==> src/rtl/dtw_score_collector_pkg.sv <==
// Shared types and constants for the DTW final-row score collector.
// Latency: n/a (declarations only).
// Backpressure: n/a (declarations only).
package dtw_score_collector_pkg;

   // Collector control states
   typedef enum logic [1:0] {
      IDLE    = 2'd0,
      COLLECT = 2'd1,
      RESULT  = 2'd2
   } state_t;

   localparam int DEF_WIDTH = 16;
   localparam int DEF_IDX_W = 16;

   // All-ones "no match yet" cost; sliced down to the instance cost width
   localparam int                    MAX_COST_W = 64;
   localparam logic [MAX_COST_W-1:0] COST_MAX   = '1;

endpackage

==> src/rtl/dtw_sat_counter.sv <==
// Saturating up-counter giving both the sample count and the current column index.
// Latency: value updates one clk after inc/clr; clr takes priority over inc.
// Backpressure: none; sticks at all-ones instead of wrapping.
module dtw_sat_counter
   import dtw_score_collector_pkg::*;
#(
   parameter int IDX_W = DEF_IDX_W
) (
   input  logic             clk,
   input  logic             rst,
   input  logic             clr,
   input  logic             inc,
   output logic [IDX_W-1:0] value
);

   localparam logic [IDX_W-1:0] ONE = {{(IDX_W-1){1'b0}}, 1'b1};

   // Clear on a new query, otherwise count up until all ones and hold there
   always_ff @(posedge clk or negedge rst) begin
      if (!rst) begin
         value <= '0;
      end else if (clr) begin
         value <= '0;
      end else if (inc && !(&value)) begin
         value <= value + ONE;
      end
   end

endmodule

==> src/rtl/dtw_score_collector.sv <==
// Tracks the minimum final-row DTW cost and its column over one query, then presents it.
// Latency: result valid one clk after the sample carrying s_last is accepted.
// Backpressure: s_ready only in COLLECT; result held stable in RESULT until m_ready.
module dtw_score_collector
   import dtw_score_collector_pkg::*;
#(
   parameter int width = DEF_WIDTH,
   parameter int IDX_W = DEF_IDX_W
) (
   input  logic             clk,
   input  logic             rst,
   input  logic             start,
   input  logic             s_valid,
   output logic             s_ready,
   input  logic [width-1:0] s_cost,
   input  logic             s_last,
   output logic             m_valid,
   input  logic             m_ready,
   output logic [width-1:0] m_cost,
   output logic [IDX_W-1:0] m_idx,
   output logic [IDX_W-1:0] m_count,
   output logic             busy
);

   localparam logic [width-1:0] MAX = COST_MAX[width-1:0];

   state_t           state;
   state_t           next_state;
   logic             arm;
   logic             take;
   logic [width-1:0] min_cost;
   logic [IDX_W-1:0] min_idx;
   logic [IDX_W-1:0] count;

   // State register
   always_ff @(posedge clk or negedge rst) begin
      if (!rst) begin
         state <= IDLE;
      end else begin
         state <= next_state;
      end
   end

   // Next state and handshake outputs; start is only honoured from IDLE
   always_comb begin
      next_state = state;
      s_ready    = 1'b0;
      m_valid    = 1'b0;
      busy       = 1'b1;
      arm        = 1'b0;
      take       = 1'b0;
      case (state)
         IDLE: begin
            busy = 1'b0;
            if (start) begin
               next_state = COLLECT;
               arm        = 1'b1;
            end
         end
         COLLECT: begin
            s_ready = 1'b1;
            take    = s_valid;
            if (s_valid && s_last) begin
               next_state = RESULT;
            end
         end
         RESULT: begin
            m_valid = 1'b1;
            if (m_ready) begin
               next_state = IDLE;
            end
         end
         default: begin
            next_state = IDLE;
         end
      endcase
   end

   // Running minimum; strict compare so ties keep the earlier column
   always_ff @(posedge clk or negedge rst) begin
      if (!rst) begin
         min_cost <= MAX;
         min_idx  <= '0;
      end else if (arm) begin
         min_cost <= MAX;
         min_idx  <= '0;
      end else if (take && (s_cost < min_cost)) begin
         min_cost <= s_cost;
         min_idx  <= count;
      end
   end

   // Count doubles as the column index of the sample being accepted
   dtw_sat_counter #(
      .IDX_W (IDX_W)
   ) u_count (
      .clk   (clk),
      .rst   (rst),
      .clr   (arm),
      .inc   (take),
      .value (count)
   );

   assign m_cost  = min_cost;
   assign m_idx   = min_idx;
   assign m_count = count;

endmodule

==> config.mk <==
export PLATFORM = sky130hd
export DESIGN_NAME = dtw_score_collector
export DESIGN_NICKNAME = d
export VERILOG_FILES = /design/src/rtl/dtw_score_collector_pkg.sv /design/src/rtl/dtw_sat_counter.sv /design/src/rtl/dtw_score_collector.sv
export SDC_FILE = /design/constraint.sdc
export NUM_CORES = 1
export LEC_CHECK = 0
export CORE_ASPECT_RATIO = 1.4
export CORE_MARGIN = 2
export CORE_UTILIZATION = 50
export DETAILED_ROUTE_END_ITERATION = 6
export PLACE_DENSITY = 0.93
export SYNTH_ARGS = -nofsm -noshare
export SYNTH_HDL_FRONTEND = slang
export SYNTH_SLANG_ARGS = --single-unit
==> constraint.sdc <==
create_clock -name clk -period 4.2 [get_ports clk]
set_clock_uncertainty 0.1 [all_clocks]
set_input_delay 0.42 -clock clk [delete_from_list [all_inputs] [get_ports clk]]
set_output_delay 0.42 -clock clk [all_outputs]
set_load 0.03 [all_outputs]
Word-level counts from Yosys, hierarchy flattened --
Cells that the tools add are included.
Operators by class: add/sub/neg operators 1, equal/unequal tests 5, bitwise gates (word level) 0, shift-type cells 0, $lt $le $gt $ge 1, multiplexer cells 16, reduce and logical (&&, ||, !) cells 9, divide/modulo/power cells 0, multipliers 0
Operator list (number):
- 2-to-1 mux 16 bit | 6
- adder 16 x 1 -> 16 bit, second input constant | 1
- < comparator 16 bit | 1
- AND reduction 16 bit | 1
- 2-to-1 mux 1 bit | 6
- 2-to-1 mux 2 bit | 3
- != test 2 bit, second input constant | 3
- one-hot mux 2 bit (3 select lines) | 1
- nonzero test 2 bit | 2
- logical AND 1 bit | 3
- AND reduction 3 bit | 1
- == test 2 x 1 -> 1 bit, second input constant | 1
- == test 2 bit, second input constant | 1
- zero test 2 bit | 1
- zero test 1 bit | 1
Word-level totals: register bits after elaboration 50, output and inout port bits 51, memory bits (read-only) 0, bits in latches 0, memories 0, RAM bits 0

Logic depth before layout (Yosys ltp) --
depth after elaboration 5, gate-level depth with buffers 9, mapped depth without buffers 7

Hierarchy --
From an unflattened synthesis, not the netlist that was laid out.
Unflattened totals: cells, all modules 283, area total of the unflattened synthesis 2871.5 µm²
By module, submodules not included:
- dtw_score_collector | times used 1, cells an instance 188, area an instance 1951.9 µm², sequential area each 870.8 µm²
- dtw_sat_counter | times used 1, cells an instance 95, area an instance 919.6 µm², sequential area each 400.4 µm²

Worst setup path before layout --
No wires, ideal clock.
path type register to register, start point reg min_cost[13] (netlist: m_cost[13]), end point reg min_idx[4] (netlist: m_idx[4]), arrival time 2382 ps, cell stages (with the launch flop) 10, setup slack 1594 ps, period minus slack after synthesis 2606 ps, path buffers 2, library setup time 124 ps, path through dfstp_2 inv_1 ha_1 a21o_1 a21o_1 a211o_4 or3_1 buf_6 buf_12 mux2i_1
On the way: longest elaborated chain between the ends 3
RTL lines:
- start, declared | RTL line dtw_score_collector.sv:31 | logic [width-1:0] min_cost;
- start signal, assigned | RTL line dtw_score_collector.sv:88 | min_cost <= s_cost;
- < comparator 16 bit | RTL line dtw_score_collector.sv:87 | end else if (take && (s_cost < min_cost)) begin
- logical AND 1 bit | RTL line dtw_score_collector.sv:87
- nonzero test 2 bit (no line)
- end signal, assigned | RTL line dtw_score_collector.sv:89 | min_idx <= count;
- end, declared | RTL line dtw_score_collector.sv:32 | logic [IDX_W-1:0] min_idx;
Every way passes these cells. A chain may end at the register's enable or synchronous reset.

Final worst setup path --
start point reg min_cost[13] (netlist: m_cost[13]), end point reg min_cost[6] (netlist: m_cost[6])
On the way: longest elaborated chain between the ends 3
RTL lines (RTL line):
- < comparator 16 bit | dtw_score_collector.sv:87
- logical AND 1 bit | dtw_score_collector.sv:87
- nonzero test 2 bit (no line)
Every way passes these cells.

==> run metrics <==
Iteration-0 DRC Markers=around 260; Post-route DRC=0; Syn Area/Cell=9.92 sq um; setup ws final=1.23 ns; DRT Pass-1 Iters=4; final-report hold violation count=0; final period utilization=70.7%; min Tclk post-route=2.97 ns; vias per inst=5.65; NetSw=828 uW; Pleak=1.64 nW; Nets=383; htree depth=2; Inserted Clock Buffers=5; CP startpoint kind=register; ant diodes=0; cell area after layout=3580 sq um; largest net degree at the start of global routing=51; CTS sink cnt=50; Die Area=6090 sq um; setup TNS=0 ns; cts repair resizes=0; I/O pin cnt=73; Max Freq=337 MHz; Reg clk slew, reported paths=0.08 ns; crit-path max FO=22; initial antenna violation count=0; Sw Share=40.4%; WL/cell=15.5 um; GRT Resource Usage Total=a little under a quarter; critical path type=register to register; global-route wire length before repair=roughly 11000 um; Crit path arrival time=3.08 ns; RD Place Congestion=0.858; I/O Buffers=72; top cells by area, synth=dfrtp_1 (31%), dfstp_2 (15%), ha_1 (7.3%); Tightest Pin Transition=1.19 ns; flops & latches, synth=50; DR vias=2329; Area after DPL=3470 sq um; Sequential Power Share=roughly a third; status=finished, final reports clean; Comb power frac=48.9%; Clock Path Buffers=2; setup repair after global routing missed its margin=false; Yosys cell types=41; highest ir drop seen on vdd=0.291 mV; post-synth top area share=31.1%; Die X=66.5 um; Final ANT Viol Nets=0; CTS tree=yes; vias in the first global route=2319; pre-CTS WS=0.929 ns; DRT Wirelength=6390 um; clock power share=16.2%; die height=91.6 um; post-synth top area cell=dfrtp_1; Gate Count Post-Synth=between 200 and 300; CTS Hold Bufs=0; synthesized cell area=~2700 sq um; slew margin rel.=20.3%; grt ovf=0; layout cells sized above 1=approximately a tenth; cell-internal power=around 1.2 mW; worst skew pair latency=0.30 ns; initial core utilization=52.3%; endpoints failing setup=0; Seq/Total Area, Yosys=46.4%; CP Capture Type=register; DP HPWL=between 4000 and 5000 um; WP data required=4.31 ns; setup bufs post-CTS=0; # rows=31; pwr dens=572 nW/um^2; area grow syn2layout=30.8%; number of synthesis warnings=0; CTS root buffer=clkbuf_8; Max-cap violations=0; hold crit path type=input port to asynchronous set/reset pin; syn nets=314; total core area=5240 sq um; fin. max-slew vios=0
per-stage QoR:
stage	instances	power [mW]	hold slack, ns	util, %
2_1_floorplan	276	1.40	0.0244	-
3_3_place_gp	404	1.69	0.392	66.4
3_5_place_dp	404	1.72	0.404	66.4
4_1_cts	412	2.06	0.131	68.4
5_1_grt	412	2.17	0.164	68.4
6_report	412	2.05	0.113	68.4
state kept, by name, summed over array words and instances, names as in the netlist:
signal	flops
u_count.value	16
m_cost	16
m_idx	16
state	2
logic make-up after synthesis:
| logic type | count (synthesis) | share of synthesized area [%] |
|---|---|---|
| and+or+nand+nor | 95 | 17.7 |
| DFF | 50 | 46.4 |
| buffers and inverters | 48 | 8.00 |
| AOI/OAI and AO/OA | 37 | 10.1 |
| muxes | 18 | 6.58 |
| adders and majority gates | 16 | 7.31 |
| xor gates and xnor gates | 12 | 3.84 |
final timing paths:
check | startpoint | end | slack, ns | depth (start not counted)
max | m_cost[13] | m_cost[6] | 1.23 | 8
min | rst | state[0] | 0.11 | 2
min in group clk | m_cost[12] | m_cost[12] | 0.41 | 2
max reg2reg | m_cost[13] | m_cost[6] | 1.23 | 8
min reg2reg | m_cost[12] | m_cost[12] | 0.41 | 2
max in group asynchronous | rst | m_idx[9] | 3.49 | 2
critical path, stage by stage, from the launching register on:
cell and delay (ns):
dfstp_2 0.54, inv_1 0.05, ha_1 0.30, a21o_1 0.17
a21o_1 0.19, a211o_4 0.42, or3_1 0.56, buf_4 0.32
a31oi_1 0.22
power by group through the flow:
stage | registers [mW] | clock network, mW | logic, mW
final | 0.715 | 0.332 | 1.00
after global routing | 0.731 | 0.357 | 1.08
after CTS | 0.718 | 0.339 | 1.01
after detailed placement | 0.727 | 0 | 0.998
after global placement | 0.722 | 0 | 0.971
after floorplan | 0.923 | 0 | 0.473
layout by cell type, fill, tap and decap left out, drive strengths merged, types with 2 or more instances in the layout:
cell type	n
ha	16
nor3	6
a2111oi	2
clkdlybuf4s50	71
buf	5
a211oi	2
nand3	4
a21oi	4
nand2	30
nor2	19
a31oi	16
or3	2
clkbuf	7
xnor2	12
nand4	4
and3	2
nor4	21
nor2b	2
dfrtp	34
mux2i	18
a21o	3
inv	34
dfstp	16
o211ai	3
routing by layer:
layer / track usage (%) / vias up / routed length, um
met1: 28.3 / 1125 / 2550
li1: - / 1103 / -
met2: 37.2 / 86 / 3380
met5: 0 / - / 0
met3: 3.72 / 15 / 284
met4: 10.7 / 0 / 178
final cells by class:
cell class / instances / area, sq um
Clock buffer: 7 / 76.3
Clock inverter: 1 / 30.0
Fill cell: 398 / 1660
Inverter: 34 / 128
Multi-Input combinational cell: 178 / 1250
Sequential cell: 50 / 1270
Tap cell: 66 / 82.6
Timing Repair Buffer: 76 / 746
cell usage after synthesis, drive strengths merged:
master / number
o21a: 1
or2: 1
nand4: 4
a21oi: 4
nor4: 21
o31ai: 1
and4: 1
and2: 1
a31oi: 16
a2111oi: 2
a21boi: 1
a211oi: 2
clkbuf: 10
and3: 2
nand2b: 1
inv: 34
buf: 4
nor2: 19
a21o: 3
o211ai: 3
mux2i: 18
xnor2: 12
a211o: 1
nor2b: 2
a41o: 1
nand3: 4
and3b: 1
dfstp: 16
dfrtp: 34
a221oi: 1
ha: 16
or3: 2
nor3: 6
nand2: 30
a22o: 1
No activity file was read; power rests on OpenSTA's default activity.
